[config.mk]
export PLATFORM = sky130hd
export DESIGN_NAME = status_blinker
export DESIGN_NICKNAME = d
export VERILOG_FILES = /design/src/rtl/blinker_pkg.sv /design/src/rtl/blinker_channel.sv /design/src/rtl/status_blinker.sv
export SDC_FILE = /design/constraint.sdc
export NUM_CORES = 1
export LEC_CHECK = 0
export CAP_MARGIN = 30
export CORE_UTILIZATION = 24
export CTS_CLUSTER_DIAMETER = 80
export DETAILED_ROUTE_END_ITERATION = 6
export DONT_BUFFER_PORTS = 1
export PLACE_DENSITY = 0.46
export SLEW_MARGIN = 20
export SYNTH_ARGS = -nofsm -noshare
export SYNTH_HDL_FRONTEND = slang
export SYNTH_SLANG_ARGS = --single-unit
[constraint.sdc]
create_clock -name clk -period 3.69 [get_ports clk]
set_input_delay 0.738 -clock clk [delete_from_list [all_inputs] [get_ports clk]]
set_output_delay 0.738 -clock clk [all_outputs]
set_load 0.005 [all_outputs]
[src/rtl/blinker_pkg.sv]
// Shared encodings and helpers for the multi-channel status blinker.
package blinker_pkg;

  localparam int HALF_W  = 16;
  localparam int COUNT_W = 4;

  localparam logic [1:0] MODE_OFF   = 2'd0;
  localparam logic [1:0] MODE_ON    = 2'd1;
  localparam logic [1:0] MODE_BLINK = 2'd2;
  localparam logic [1:0] MODE_BURST = 2'd3;

  typedef enum logic [1:0] {
    B_ON  = 2'd0,
    B_OFF = 2'd1,
    B_GAP = 2'd2
  } burst_state_e;

  // A programmed half-period of zero behaves as one tick.
  function automatic logic [HALF_W-1:0] eff_half(input logic [HALF_W-1:0] half);
    return (half == HALF_W'(0)) ? HALF_W'(1) : half;
  endfunction

  // Output level a channel takes immediately after being configured.
  function automatic logic initial_level(input logic [1:0] mode,
                                         input logic [COUNT_W-1:0] count);
    return (mode == MODE_ON) || (mode == MODE_BLINK) ||
           ((mode == MODE_BURST) && (count != COUNT_W'(0)));
  endfunction

endpackage

[src/rtl/blinker_channel.sv]
// One LED channel: config registers, half-period timer, burst FSM and output flop.
module blinker_channel
  import blinker_pkg::*;
#(
  parameter int GAP_HALVES = 4,
  parameter int RST_HALF   = 500
) (
  input  logic               clk,
  input  logic               rst,
  input  logic               tick_i,
  input  logic               enable_i,
  input  logic               we_i,
  input  logic [1:0]         mode_i,
  input  logic [HALF_W-1:0]  half_i,
  input  logic [COUNT_W-1:0] count_i,
  output logic               out_o
);

  localparam int GAP_W = (GAP_HALVES > 1) ? $clog2(GAP_HALVES + 1) : 1;
  localparam logic [GAP_W-1:0] GAP_LAST = GAP_W'(GAP_HALVES);

  logic [1:0]         mode_q, mode_d;
  logic [HALF_W-1:0]  half_q, half_d;
  logic [COUNT_W-1:0] count_q, count_d;
  logic [HALF_W-1:0]  tmr_q, tmr_d;
  logic [COUNT_W-1:0] pulse_q, pulse_d;
  logic [GAP_W-1:0]   gap_q, gap_d;
  burst_state_e       bst_q, bst_d;
  logic               out_q, out_d;

  logic              step_s;
  logic              expire_s;
  logic [HALF_W-1:0] tmr_next_s;

  assign step_s     = tick_i & enable_i;
  assign expire_s   = (tmr_q == (eff_half(half_q) - HALF_W'(1)));
  assign tmr_next_s = expire_s ? HALF_W'(0) : (tmr_q + HALF_W'(1));

  // Next-state: a config write overrides any tick arriving in the same cycle.
  always_comb begin
    mode_d  = mode_q;
    half_d  = half_q;
    count_d = count_q;
    tmr_d   = tmr_q;
    pulse_d = pulse_q;
    gap_d   = gap_q;
    bst_d   = bst_q;
    out_d   = out_q;
    if (we_i) begin
      mode_d  = mode_i;
      half_d  = half_i;
      count_d = count_i;
      tmr_d   = HALF_W'(0);
      pulse_d = COUNT_W'(0);
      gap_d   = GAP_W'(0);
      bst_d   = B_ON;
      out_d   = initial_level(mode_i, count_i);
    end else if (step_s && (mode_q == MODE_BLINK)) begin
      tmr_d = tmr_next_s;
      if (expire_s) begin
        out_d = ~out_q;
      end else begin
        out_d = out_q;
      end
    end else if (step_s && (mode_q == MODE_BURST) && (count_q != COUNT_W'(0))) begin
      tmr_d = tmr_next_s;
      if (expire_s) begin
        case (bst_q)
          B_ON: begin
            bst_d   = B_OFF;
            out_d   = 1'b0;
            pulse_d = pulse_q + COUNT_W'(1);
          end
          B_OFF: begin
            if (pulse_q == count_q) begin
              bst_d   = B_GAP;
              pulse_d = COUNT_W'(0);
              gap_d   = GAP_W'(0);
              out_d   = 1'b0;
            end else begin
              bst_d = B_ON;
              out_d = 1'b1;
            end
          end
          B_GAP: begin
            if ((gap_q + GAP_W'(1)) >= GAP_LAST) begin
              bst_d = B_ON;
              gap_d = GAP_W'(0);
              out_d = 1'b1;
            end else begin
              gap_d = gap_q + GAP_W'(1);
            end
          end
          default: begin
            bst_d = B_ON;
            out_d = 1'b1;
          end
        endcase
      end else begin
        bst_d = bst_q;
      end
    end else begin
      out_d = out_q;
    end
  end

  // Channel state registers.
  always_ff @(posedge clk or negedge rst) begin
    if (!rst) begin
      mode_q  <= MODE_OFF;
      half_q  <= HALF_W'(RST_HALF);
      count_q <= COUNT_W'(0);
      tmr_q   <= HALF_W'(0);
      pulse_q <= COUNT_W'(0);
      gap_q   <= GAP_W'(0);
      bst_q   <= B_ON;
      out_q   <= 1'b0;
    end else begin
      mode_q  <= mode_d;
      half_q  <= half_d;
      count_q <= count_d;
      tmr_q   <= tmr_d;
      pulse_q <= pulse_d;
      gap_q   <= gap_d;
      bst_q   <= bst_d;
      out_q   <= out_d;
    end
  end

  assign out_o = out_q;

endmodule

[src/rtl/status_blinker.sv]
// Multi-channel heartbeat / status-LED generator: shared tick prescaler,
// config-write decode, and one blinker_channel per output.
module status_blinker
  import blinker_pkg::*;
#(
  parameter int CLK_FREQ_HZ = 100_000_000,
  parameter int TICK_HZ     = 1000,
  parameter int CHANNELS    = 4,
  parameter int GAP_HALVES  = 4,
  parameter int RST_HALF    = 500,
  localparam int CH_W       = (CHANNELS > 1) ? $clog2(CHANNELS) : 1
) (
  input  logic                clk,
  input  logic                rst,
  input  logic                enable,
  input  logic                cfg_we,
  input  logic [CH_W-1:0]     cfg_ch,
  input  logic [1:0]          cfg_mode,
  input  logic [HALF_W-1:0]   cfg_half,
  input  logic [COUNT_W-1:0]  cfg_count,
  output logic                tick_out,
  output logic [CHANNELS-1:0] blink_out
);

  localparam int TICK_DIV = CLK_FREQ_HZ / TICK_HZ;
  localparam int PRE_W    = (TICK_DIV > 1) ? $clog2(TICK_DIV) : 1;
  localparam logic [PRE_W-1:0] PRE_LAST = PRE_W'(TICK_DIV - 1);

  logic [PRE_W-1:0]    pre_q, pre_d;
  logic                tick_q, tick_d;
  logic [CHANNELS-1:0] we_vec_s;

  // Prescaler next-state: wrap produces the tick, disable freezes the count.
  always_comb begin
    pre_d  = pre_q;
    tick_d = 1'b0;
    if (enable) begin
      if (pre_q == PRE_LAST) begin
        pre_d  = PRE_W'(0);
        tick_d = 1'b1;
      end else begin
        pre_d = pre_q + PRE_W'(1);
      end
    end else begin
      pre_d = pre_q;
    end
  end

  // Prescaler and tick registers.
  always_ff @(posedge clk or negedge rst) begin
    if (!rst) begin
      pre_q  <= PRE_W'(0);
      tick_q <= 1'b0;
    end else begin
      pre_q  <= pre_d;
      tick_q <= tick_d;
    end
  end

  assign tick_out = tick_q;

  // Out-of-range channel numbers match no strobe and are dropped.
  always_comb begin
    we_vec_s = '0;
    for (int i = 0; i < CHANNELS; i++) begin
      we_vec_s[i] = cfg_we & (cfg_ch == CH_W'(i));
    end
  end

  for (genvar g = 0; g < CHANNELS; g++) begin : g_ch
    blinker_channel #(
      .GAP_HALVES (GAP_HALVES),
      .RST_HALF   (RST_HALF)
    ) u_ch (
      .clk      (clk),
      .rst      (rst),
      .tick_i   (tick_q),
      .enable_i (enable),
      .we_i     (we_vec_s[g]),
      .mode_i   (cfg_mode),
      .half_i   (cfg_half),
      .count_i  (cfg_count),
      .out_o    (blink_out[g])
    );
  end

endmodule

# Word-level counts from Yosys, hierarchy flattened
# Index checks and enable logic that the tools add are counted.
# op_classes
bitwise_logic	9
muxes	135
magnitude_cmp	4
reduce_logical	65
n_eq_ne	47
n_addsub	17
# op_table
operator	n
16-bit two-way mux	20
4-bit two-way mux	20
3-bit two-way mux	24
16-bit by 1-bit adder with 16-bit output, second input constant	4
16-bit == test	4
16-bit logical NOT	4
16-bit by 1-bit subtractor with 16-bit output, second input constant	4
2-bit two-way mux	24
5-bit AND reduction	8
3-bit nonzero test	12
2-bit == test, second input constant	16
4-bit case mux with 2 select lines	4
1-bit two-way mux	30
3-bit by 1-bit != test with 1-bit output, second input constant	8
2-bit case mux with 3 select lines	4
3-bit case mux with 2 select lines	4
4-bit nonzero test	5
17-bit by 1-bit adder with 17-bit output, second input constant	1
17-bit == test, second input constant	1
17-bit two-way mux	1
4-bit by 1-bit adder with 4-bit output, second input constant	4
4-bit == test	4
4-bit by 1-bit != test with 1-bit output, second input constant	4
4-bit AND reduction	4
other kinds (12)	63
# totals
wordCells	311
in_bits	28
ff_bits	210
output_inout_bits	5

# Longest topological paths before layout
# Gate-level depths: netlist of the first run.
# depth
ltp_word	8
mapped_depth	16
depth_no_buf	13

# Modules after synthesis
# A second synthesis of the first run with hierarchy kept.
# hier_totals
cells_unflattened	1267
area_unflattened_um2	12424.4
# by_module_without_submodules
module	cells_each	seq_area_each_um2	area_per_inst_um2	n_inst
blinker_channel	294	1208.7	2877.8	4
status_blinker	91	450.4	913.4	1

# Worst setup path after synthesis of the first run
# No wires, ideal clock.
# synth_path
kind	reg-to-reg
startpoint	register g_ch[0].u_ch.half_q[4]
endpoint	register g_ch[0].u_ch.pulse_q[2]
path_buffers	2
setup_ps	78
synth_period_minus_slack_ps	4055
path_stages_with_launch	15
arrival_time_ps	3977
t_required_ps	3612
setup_slack_ps	-365
path_cell_list	dfstp_2 > clkbuf_1 > or4_1 > clkbuf_1 > nor4_4 > a21oi_1 > ha_1 > nor3b_1 > a31o_2 > a221oi_1 > nor4b_1 > nor4b_2 > nand3_1 > or4b_1 > a21oi_1
# synth_between
elab_chain_len	6
# synth_lines
element	line_no	text
start, declared	blinker_channel.sv:23	logic [HALF_W-1:0] half_q, half_d;
start signal, assigned	blinker_channel.sv:111	half_q <= HALF_W'(RST_HALF);
start signal, assigned	blinker_channel.sv:120	half_q <= half_d;
16-bit logical NOT	blinker_pkg.sv:20	return (half == HALF_W'(0)) ? HALF_W'(1) : half;
16-bit two-way mux (*)	blinker_pkg.sv:20	
16-bit by 1-bit subtractor with 16-bit output (*)	blinker_channel.sv:36	assign expire_s = (tmr_q == (eff_half(half_q) - HALF_W'(1)));
16-bit == test (*)	blinker_channel.sv:36	
2-bit nonzero test (no source line) (*)	-	
5-bit AND reduction (no source line) (*)	-	
end signal, assigned	blinker_channel.sv:123	pulse_q <= pulse_d;
end, declared	blinker_channel.sv:26	logic [COUNT_W-1:0] pulse_q, pulse_d;
# Mark *: on every way between the ends. The rest lies on a longest branch, timed or not.
# A chain may end at the register's enable or synchronous reset.

# Worst setup path after layout of the first run
# layout_path
startpoint	register g_ch[1].u_ch.half_q[11]
endpoint	register g_ch[1].u_ch.tmr_q[3]
# layout_between
elab_chain_len	8
# layout_lines
element	line_no	text
start, declared	blinker_channel.sv:23	
start signal, assigned	blinker_channel.sv:111	
start signal, assigned	blinker_channel.sv:120	
16-bit logical NOT	blinker_pkg.sv:20	
16-bit two-way mux (*)	blinker_pkg.sv:20	
16-bit by 1-bit subtractor with 16-bit output (*)	blinker_channel.sv:36	
16-bit == test (*)	blinker_channel.sv:36	
16-bit two-way mux (*)	blinker_channel.sv:37	assign tmr_next_s = expire_s ? HALF_W'(0) : (tmr_q + HALF_W'(1));
16-bit two-way mux	blinker_channel.sv:65	end else if (step_s && (mode_q == MODE_BURST) && (count_q != COUNT_W'(0))) begin
16-bit two-way mux (*)	blinker_channel.sv:58	end else if (step_s && (mode_q == MODE_BLINK)) begin
16-bit two-way mux (*)	blinker_channel.sv:49	if (we_i) begin
end signal, assigned	blinker_channel.sv:122	tmr_q <= tmr_d;
end, declared	blinker_channel.sv:25	logic [HALF_W-1:0] tmr_q, tmr_d;
# Mark *: on every way between the ends. The rest lies on a longest branch, timed or not. The select of a mux whose other input is x is not followed.

==> impl_results.rst, run 1 <==
.. list-table::
   :header-rows: 1

   * - Metric
     - Value
   * - Cell leakage power
     - 6.68 nW
   * - Type of the setup path with the least slack
     - reg2reg
   * - Max-cap violations
     - 0
   * - PnR worst setup slack
     - -0.0166 ns
   * - Vertical die dimension
     - between 200 and 250 um
   * - Relative slew slack
     - between 40 and 50%
   * - Final period util
     - 100%
   * - Routed length per placed instance
     - roughly 16 um
   * - Nature of the critical path endpoint
     - flip-flop
   * - Buf/Inv on CP
     - 3
   * - Commonest non-fill, non-tap cells in the layout
     - sky130_fd_sc_hd__nand2_1, sky130_fd_sc_hd__dfrtp_1, sky130_fd_sc_hd__buf_4, sky130_fd_sc_hd__nor2_1, sky130_fd_sc_hd__xnor2_1
   * - Critical Path Start Type
     - flip-flop
   * - Worst vdd rail ir drop
     - between 0.0003 and 0.0004 V
   * - Met2 track utilization from global routing
     - a little over a fifth
   * - Number of antenna violations at the first check in global routing
     - 0
   * - Distinct cell type count of the synthesized netlist
     - just under 80
   * - Setup violators final
     - 6
   * - Ys async rst share
     - 100%
   * - Power density relative to cell area
     - 475 nW/um^2
   * - Clk root buf
     - sky130_fd_sc_hd__clkbuf_16
   * - Peak fanout along the critical path
     - 7
   * - Residual DRC
     - 0
   * - Total Routed Length
     - about 36,000 um
   * - Hold WC Path Type
     - in2async
   * - Slowest stage cell, crit path
     - sky130_fd_sc_hd__or4_4
   * - Required time worst endpoint
     - slightly above 4 ns
   * - Largest net degree at the start of global routing
     - 211
   * - Area growth syn-to-layout
     - 21.2%
   * - DRC marker count from the first detailed-route iteration
     - about 710
   * - Number of synthesized flops with an enable pin
     - 0
   * - Net total in the final layout
     - about 1,600
   * - Antenna cell count
     - 0
   * - Number of fill cells in the layout
     - 5,548
   * - TritonCTS clock tree
     - built
   * - Clock Sink Count
     - between 200 and 250
   * - Standard cell core area
     - 52,600 sq um
   * - Yosys reg bits
     - 210
   * - Global-route usage over all layers
     - a little over an eighth
   * - Final Hold Fails
     - 186
   * - Longest individual stage delay on the worst path
     - between 0.5 and 0.6 ns
   * - Port buffer count
     - 0
   * - Main synth FF type
     - sky130_fd_sc_hd__dfrtp_1
   * - Clock insertion delay at the later pin of the skew report
     - 0.57 ns
   * - Router iterations before antenna repair
     - 6
   * - Number of placed instances with taps included
     - ~2,200
   * - Synth top area share
     - between 30% and 40%
   * - Final core occ
     - around 29%
   * - Final worst path period need
     - 3.71 ns
   * - Via total after detailed routing
     - roughly 11,000
   * - Transition time of the tightest slew-check pin
     - about 0.84 ns
   * - Unrepaired setup endpoints after global routing
     - true
   * - Average vias per placed instance
     - ~4.8
   * - Global-route wire length before repair
     - 57,500 um
   * - Fin. max-slew vios
     - 0
   * - Worst setup skew after layout
     - 0.0318 ns
   * - Placed wire-length estimate
     - around 26,000 um
   * - Area of the mapped netlist
     - around 13,000 sq um
   * - Violated checks
     - negative hold slack, negative setup slack
   * - Final standard cell count with taps included and fillers excluded
     - between 2,000 and 2,500
   * - Cell taking the most area after synthesis
     - sky130_fd_sc_hd__dfrtp_1
   * - Die boundary width
     - ~230 um
   * - Placer Congestion
     - between 0.8 and 0.9
   * - GR met1 Demand/Resource
     - between 15 and 20%
   * - Placement Rows
     - 84
   * - Result of the run
     - finished, violations left
   * - GRT met3 Usage
     - between 1.5 and 2%
   * - Number of buffers inserted during clock tree synthesis
     - 27
   * - Top delay family on crit path
     - simple AND/OR/NAND/NOR gates
   * - Worst Hold Margin
     - -0.110 ns
   * - Mean instance size in the synthesized netlist
     - about 8.4 sq um
   * - Share of the yosys chip area belonging to registers
     - a little over 40%
   * - Post-route antenna net violation count
     - 0
   * - CTS clk-pin slew, worst paths
     - 0.06 ns
   * - Most common cell after layout, fill and taps aside
     - sky130_fd_sc_hd__nand2_1
   * - Worst Path Arrival
     - around 4.2 ns
   * - Maximum clock path buffer count
     - 3
   * - Busiest layer in global routing
     - met2
   * - Initial core utilization
     - ~24%
   * - Synth Net Count
     - about 1,600
   * - Highest Clock Rate
     - between 0.2 and 0.3 GHz
   * - Synth top area cells
     - sky130_fd_sc_hd__dfrtp_1, sky130_fd_sc_hd__nand2_1, sky130_fd_sc_hd__dfstp_2
   * - I/O pin count
     - 33
   * - Via count of the first global-routing pass
     - between 10,000 and 15,000
   * - Number of instances in the synthesized netlist
     - roughly 1,500
   * - Final global-route overflow total
     - 0
   * - Number of H-tree levels
     - 1
   * - Fraction of final layout cells sized beyond drive strength 1
     - ~17%
   * - Yosys synthesis warning count
     - 0
   * - Die footprint
     - about 54,000 sq um
   * - List of cells traversed by the critical path
     - or4_4 -> nor4_4 -> a21oi_2 -> ha_2 -> xor2_1 -> o211ai_1 -> a2111oi_1 -> nand4_1 -> or3_1 -> nand4b_1 -> buf_6 -> o211ai_1 -> buf_4 -> buf_6 -> o22ai_1
==> power breakdown <==
group | internal (mW) | switching, mW | leakage [nW] | total (mW)
registers | 2.61 | 0.321 | 2.63 | 2.94
logic | 0.735 | 0.861 | 3.57 | 1.60
clock network | 1.76 | 1.06 | 0.478 | 2.82
total | 5.11 | 2.24 | 6.68 | 7.35
==> cells by family (layout without fill, tap and decap cells) <==
| family | Yosys count | after routing | synth area share, % |
|---|---|---|---|
| fa+ha+maj | 30 | 30 | 2.94 |
| simple gates | 795 | 795 | 30.2 |
| buf+inv | 126 | 215 | 3.84 |
| mux | 32 | 32 | 2.59 |
| compound gates | 211 | 211 | 11.2 |
| flops | 210 | 210 | 41.4 |
| xor+xnor | 115 | 115 | 7.89 |
==> layout make-up <==
class,instances,area (sq um),share of cell area (%)
inverter,53,199,1.29
clock inverter,9,141,0.914
multi-input combinational,1183,7250,46.9
clock buffer,41,828,5.36
sequential,210,5290,34.2
tap,688,861,5.57
timing repair buffer,112,893,5.78
==> through the flow <==
| stage | TNS, ns | area (sq um) | worst slack [ns] | power, mW |
|---|---|---|---|---|
| 2_1_floorplan | -0.0661 | 12900 | -0.0622 | 4.00 |
| 3_3_place_gp | -0.00324 | 14100 | -0.00324 | 4.48 |
| 3_5_place_dp | 0 | 14100 | 0.0103 | 4.50 |
| 4_1_cts | 0 | 15100 | 0.00745 | 7.40 |
| 5_1_grt | -4.01 | 15500 | -0.243 | 7.78 |
| 6_report | -0.0788 | 15500 | -0.0166 | 7.35 |
==> final timing paths <==
kind / start / end / slack, ns / depth (start not counted)
setup / recovery: g_ch[1].u_ch.half_q[11]$_DFFE_PN0P_ / g_ch[1].u_ch.tmr_q[3]$_DFFE_PN0P_ / -0.02 / 15
hold / removal: rst / pre_q[8]$_DFFE_PN0P_ / -0.11 / 0
setup reg to reg: g_ch[1].u_ch.half_q[11]$_DFFE_PN0P_ / g_ch[1].u_ch.tmr_q[3]$_DFFE_PN0P_ / -0.02 / 15
hold reg to reg: pre_q[4]$_DFFE_PN0P_ / pre_q[4]$_DFFE_PN0P_ / 0.47 / 1
max in group asynchronous: rst / g_ch[3].u_ch.half_q[7]$_DFFE_PN1P_ / 3.43 / 0
min in group clk: cfg_half[8] / g_ch[1].u_ch.half_q[8]$_DFFE_PN1P_ / 0.25 / 2
==> flip-flops by register name, summed over array words and instances (netlist names) <==
signal,count
g_ch.u_ch.out_o,4
g_ch.u_ch.pulse_q,16
tick_out,1
g_ch.u_ch.tmr_q,64
g_ch.u_ch.mode_q,8
g_ch.u_ch.gap_q,12
g_ch.u_ch.count_q,16
g_ch.u_ch.bst_q,8
pre_q,17
g_ch.u_ch.half_q,64
==> cell usage after synthesis, types with 4 or more instances <==
| master | count |
|---|---|
| sky130_fd_sc_hd__or3_1 | 28 |
| sky130_fd_sc_hd__nor2_1 | 100 |
| sky130_fd_sc_hd__or4_1 | 24 |
| sky130_fd_sc_hd__or3b_2 | 4 |
| sky130_fd_sc_hd__o22ai_1 | 11 |
| sky130_fd_sc_hd__nand4b_1 | 5 |
| sky130_fd_sc_hd__nor3b_1 | 9 |
| sky130_fd_sc_hd__xnor2_1 | 66 |
| sky130_fd_sc_hd__ha_1 | 30 |
| sky130_fd_sc_hd__or2_2 | 7 |
| sky130_fd_sc_hd__nor2b_1 | 11 |
| sky130_fd_sc_hd__buf_4 | 4 |
| sky130_fd_sc_hd__buf_1 | 11 |
| sky130_fd_sc_hd__xor2_1 | 49 |
| sky130_fd_sc_hd__inv_1 | 53 |
| sky130_fd_sc_hd__a21o_1 | 5 |
| sky130_fd_sc_hd__nand4_1 | 34 |
| sky130_fd_sc_hd__and3_1 | 21 |
| sky130_fd_sc_hd__nor3_1 | 32 |
| sky130_fd_sc_hd__o311ai_0 | 11 |
| sky130_fd_sc_hd__a31oi_1 | 13 |
| sky130_fd_sc_hd__o41ai_1 | 5 |
| sky130_fd_sc_hd__a21oi_1 | 41 |
| sky130_fd_sc_hd__and2_1 | 4 |
| sky130_fd_sc_hd__nand3b_1 | 4 |
| sky130_fd_sc_hd__o21ai_0 | 49 |
| sky130_fd_sc_hd__nand2b_1 | 8 |
| sky130_fd_sc_hd__nor4_1 | 24 |
| sky130_fd_sc_hd__clkbuf_1 | 56 |
| sky130_fd_sc_hd__o211ai_1 | 9 |
| sky130_fd_sc_hd__a211oi_1 | 11 |
| sky130_fd_sc_hd__mux2_2 | 4 |
| sky130_fd_sc_hd__o2111ai_1 | 4 |
| sky130_fd_sc_hd__dfrtp_1 | 186 |
| sky130_fd_sc_hd__a211o_1 | 5 |
| sky130_fd_sc_hd__mux2i_1 | 27 |
| sky130_fd_sc_hd__nand2_1 | 386 |
| sky130_fd_sc_hd__a22o_1 | 4 |
| sky130_fd_sc_hd__nand3_1 | 65 |
| sky130_fd_sc_hd__dfstp_2 | 24 |
| sky130_fd_sc_hd__o31ai_1 | 9 |
| sky130_fd_sc_hd__and4_1 | 4 |
| sky130_fd_sc_hd__a31o_2 | 5 |
==> metal layers <==
layer | part of all wire [%] | routed length (um) | up-vias
li1 | - | - | 5450
met1 | 48 | 17200 | 5272
met2 | 46 | 16600 | 134
met3 | 2.5 | 896 | 65
met4 | 3.9 | 1400 | 0
met5 | 0 | 0 | -
==> what timing repair did <==
action,in CTS,in global routing
resized for setup,3,66
setup endpoints to repair,3,88
setup buffers,0,14
pin swaps,0,34
endpoints found under the hold margin,186,186
cloned,0,2
Power figures use the tool's default switching activity.
==> run 2, diff against run 1 <==
--- a/config.mk
+++ b/config.mk
@@ -10,7 +10,7 @@
 export CTS_CLUSTER_DIAMETER = 80
 export DETAILED_ROUTE_END_ITERATION = 6
 export DONT_BUFFER_PORTS = 1
-export PLACE_DENSITY = 0.46
+export PLACE_DENSITY = 0.4
 export SLEW_MARGIN = 20
 export SYNTH_ARGS = -nofsm -noshare
 export SYNTH_HDL_FRONTEND = slang
==> constraint.sdc (replaced) <==
create_clock -name clk -period 3.69 [get_ports clk]
set_input_delay 0.369 -clock clk [delete_from_list [all_inputs] [get_ports clk]]
set_output_delay 0.369 -clock clk [all_outputs]
set_load 0.005 [all_outputs]
==> run 2 against run 1 <==
Utilization up 0.32 points; final cell count rose by 0.87%; clock skew decreased by 0.012 ns; critical endpoint is now g_ch[1].u_ch.tmr_q[8]$_DFFE_PN0P_; via count is 2.0% higher; largest power group unchanged; worst hold slack worse by 0.36 ns; register-to-register slack gained 0.07 ns; worst setup slack better by 0.074 ns; clock power is 7% lower; the flow finishes with violations (negative hold slack); highest routed layer is now met5.
==> impl_results.rst, run 2 (same netlist as run 1, synthesis figures left out) <==
.. list-table::
   :header-rows: 1

   * - Metric
     - Value
   * - Result of the run
     - finished, violations left
   * - Violated checks
     - negative hold slack
   * - Final period util
     - 98.4% (-2.0 points)
   * - Fraction of final layout cells sized beyond drive strength 1
     - 16.7% (-0.20 points)
   * - Sw Ratio
     - 32.0% (+1.5 points)
   * - PnR worst setup slack
     - 0.0576 ns (+0.0742 ns)
   * - Worst Path Arrival
     - 4.07 ns (-0.08 ns)
   * - Global-route usage over all layers
     - 14.7% (+1.5 points)
   * - Relative slew slack
     - 49.8% (+5.5 points)
   * - Placed wire-length estimate
     - 27,200 um (+5.6%)
   * - Max-cap violations
     - 0 (unchanged)
   * - Longest individual stage delay on the worst path
     - 0.55 ns (-0.02 ns)
   * - Average vias per placed instance
     - 4.81 (+1.1%)
   * - CTS Hold Bufs
     - 23
   * - Worst flop-to-flop path startpoint
     - g_ch[1].u_ch.half_q[2]$_DFFE_PN1P_
   * - Transition time of the tightest slew-check pin
     - 0.748 ns (-0.0885 ns)
   * - Combinational Power Share
     - 23.9% (+2.2 points)
   * - Total length of routed met2 wires
     - 18,000 um (+8.7%)
   * - Post-Place Setup Slack
     - -0.0916 ns (-0.102 ns)
   * - Start point of the critical path
     - g_ch[1].u_ch.half_q[2]$_DFFE_PN1P_
   * - Clk root buf
     - sky130_fd_sc_hd__clkbuf_16
   * - Number of antenna violations at the first check in global routing
     - 6 (+6)
   * - Largest regs
     - g_ch.u_ch.half_q: 64 flops, g_ch.u_ch.tmr_q: 64 flops, pre_q: 17 flops
   * - Final worst path period need
     - 3.63 ns (-0.0742 ns)
   * - Total Routed Length
     - 39,400 um (+9.2%)
   * - Critical Path Start Type
     - flip-flop
   * - Maximum clock path buffer count
     - 3 (unchanged)
   * - Most common cell after layout, fill and taps aside
     - sky130_fd_sc_hd__nand2_1
   * - Power density relative to cell area
     - 466 nW/um^2 (-1.9%)
   * - Number of fill cells in the layout
     - 5,601 (+0.96%)
   * - Via total after detailed routing
     - 11,100 (+2.0%)
   * - Destination of the worst register-to-register timing path
     - g_ch[1].u_ch.tmr_q[8]$_DFFE_PN0P_
   * - Die boundary width
     - 233 um (unchanged)
   * - Final Hold Fails
     - 210 (+13%)
   * - Highest Clock Rate
     - 0.275 GHz (+2.0%)
   * - List of cells traversed by the critical path
     - or4_4 -> nor4_4 -> a21oi_1 -> ha_1 -> xor2_1 -> o211ai_1 -> a2111oi_2 -> nand4_1 -> or3_4 -> nand4b_1 -> buf_6 -> o211ai_1 -> buf_4 -> buf_8 -> o22ai_1
   * - Residual DRC
     - 0 (unchanged)
   * - Portion of total power attributed to sequential cells
     - 40.1% (+0.2 points)
   * - Placement Rows
     - 84 (unchanged)
   * - Net total in the final layout
     - 1,667 (+1.3%)
   * - Die footprint
     - 54,100 sq um (unchanged)
   * - Most prevalent standard cell on the critical path
     - sky130_fd_sc_hd__o211ai_1
   * - Cell-internal power
     - 4.95 mW (-3.0%)
   * - TritonCTS clock tree
     - built
   * - Cell leakage power
     - 6.74 nW (+0.79%)
   * - Worst setup slack for register-to-register paths
     - 0.06 ns (+0.07 ns)
   * - Number of buffers inserted during clock tree synthesis
     - 26 (-3.7%)
   * - Area growth syn-to-layout
     - 22.5%
   * - Top delay family on crit path
     - simple AND/OR/NAND/NOR gates
   * - CTS clk-pin slew, worst paths
     - 0.06 ns (about the same)
   * - Number of placed instances with taps included
     - 2,236 (+0.27%)
   * - Highest layer used for signal routing
     - met5
   * - Placer Congestion
     - 0.782 (-7.5%)
   * - Setup Total Neg Slack
     - 0 ns (+0.0788 ns)
   * - Routed length per placed instance
     - 17.0 um (+8.3%)
   * - Final Power
     - 7.28 mW (-0.89%)
   * - Vertical die dimension
     - 233 um (unchanged)
   * - Slowest stage cell, crit path
     - sky130_fd_sc_hd__or4_4
   * - Initial core utilization
     - 24.3% (unchanged)
   * - Clock insertion delay at the later pin of the skew report
     - 0.56 ns (about the same)
   * - Unrepaired setup endpoints after global routing
     - true
   * - DRC marker count from the first detailed-route iteration
     - 742 (+4.7%)
   * - Via count of the first global-routing pass
     - 11,200 (+7.8%)
   * - Hold WC Path Type
     - in2async
   * - Wire length on met3
     - 1450 um (+61%)
   * - Number of H-tree levels
     - 1 (unchanged)
   * - Largest net degree at the start of global routing
     - 211 (unchanged)
   * - Worst setup skew after layout
     - 0.0195 ns (-0.0123 ns)
   * - Routed metal-1 wire length
     - 19,200 um (+12%)
   * - Final standard cell count with taps included and fillers excluded
     - 2,316 (+0.87%)
   * - R2R depth
     - 15 (unchanged)
   * - Reported net switching power
     - 2.33 mW (+4.0%)
   * - Clock Power Share
     - 36.1% (-2.2 points)
   * - Worst vdd rail ir drop
     - 0.000350 V (+10%)
   * - Commonest non-fill, non-tap cells in the layout
     - sky130_fd_sc_hd__nand2_1, sky130_fd_sc_hd__dfrtp_1, sky130_fd_sc_hd__buf_4, sky130_fd_sc_hd__nor2_1, sky130_fd_sc_hd__xnor2_1
   * - Port buffer count
     - 0 (unchanged)
   * - Type of the setup path with the least slack
     - reg2reg
   * - Final global-route overflow total
     - 0 (unchanged)
   * - Fin. max-slew vios
     - 0 (unchanged)
   * - Required time worst endpoint
     - 4.13 ns (about the same)
   * - Clock Sink Count
     - 210 (unchanged)
   * - I/O pin count
     - 33 (unchanged)
   * - Router iterations before antenna repair
     - 7 (+1)
   * - Worst Hold Margin
     - -0.466 ns (-0.356 ns)
   * - Nature of the critical path endpoint
     - flip-flop
   * - Standard cell core area
     - 52,600 sq um (unchanged)
   * - Setup violators final
     - 0 (-6)
   * - Global-route wire length before repair
     - 63,300 um (+10%)
   * - Peak fanout along the critical path
     - 7 (unchanged)
   * - Post-route antenna net violation count
     - 0 (unchanged)
   * - Total number of cells along the worst setup path
     - 15 (unchanged)
   * - Buf/Inv on CP
     - 3 (unchanged)
-- run 2: repair_timing --
action / 4_1_cts / 5_1_grt
endpoints found under the setup margin: 21 / 80
buffers inserted: 0 / 8
endpoints found under the hold margin: 303 / 210
pin swaps: 1 / 36
gates cloned: 0 / 2
resized for setup: 5 / 67
-- run 2: area by class of cell --
| type | count | area [sq um] | share of cell area, % |
|---|---|---|---|
| multi-input cells | 1183 | 7300 | 46.7 |
| flip-flops and latches | 210 | 5290 | 33.8 |
| repair buffers | 135 | 1110 | 7.12 |
| well taps | 688 | 861 | 5.51 |
| clock buffers | 40 | 803 | 5.14 |
| inverters | 53 | 199 | 1.27 |
| clock inverters | 6 | 70.1 | 0.448 |
| diodes | 1 | 2.50 | 0.0160 |
-- run 2: routing by layer --
layer,vias up,global-route usage (%)
li1,5502,-
met1,5435,20.2
met2,143,23.9
met3,49,2.84
met4,6,2.76
met5,-,0
-- run 2: how the worst max path moves through the flow --
stage | to | slack [ns]
6_report | g_ch[1].u_ch.tmr_q[8]$_DFFE_PN0P_ | 0.06
3_3_place_gp | g_ch[1].u_ch.bst_q[1]$_DFFE_PN0P_ | -0.01
4_1_cts | g_ch[1].u_ch.bst_q[1]$_DFFE_PN0P_ | -0.0007
3_5_place_dp | g_ch[1].u_ch.gap_q[1]$_DFFE_PN0P_ | -0.09
2_1_floorplan | g_ch[0].u_ch.pulse_q[2]$_DFFE_PN0P_ | -0.06
5_1_grt | g_ch[1].u_ch.tmr_q[4]$_DFFE_PN0P_ | -0.10
-- run 2: metrics by stage --
step	util, %	cell area (sq um)
after floorplan	-	12900
after global placement	27.0	14200
after detailed placement	27.0	14200
after CTS	29.1	15300
after global routing	29.7	15600
final	29.7	15600
-- run 2: power by group through the flow --
| stage | registers [mW] | logic (mW) | clock network, mW |
|---|---|---|---|
| 2_1_floorplan | 2.89 | 1.11 | 0 |
| 3_3_place_gp | 2.95 | 1.57 | 0 |
| 3_5_place_dp | 2.95 | 1.59 | 0 |
| 4_1_cts | 2.92 | 1.65 | 2.72 |
| 5_1_grt | 2.97 | 1.94 | 2.80 |
| 6_report | 2.92 | 1.74 | 2.63 |
==> run 3, diff against run 2 <==
--- a/config.mk
+++ b/config.mk
@@ -11,7 +11,6 @@
 export DETAILED_ROUTE_END_ITERATION = 6
 export DONT_BUFFER_PORTS = 1
 export PLACE_DENSITY = 0.4
-export SLEW_MARGIN = 20
 export SYNTH_ARGS = -nofsm -noshare
 export SYNTH_HDL_FRONTEND = slang
 export SYNTH_SLANG_ARGS = --single-unit
==> results of run 3 <==
Final layout, timing and power as in run 2 (identical DEF).
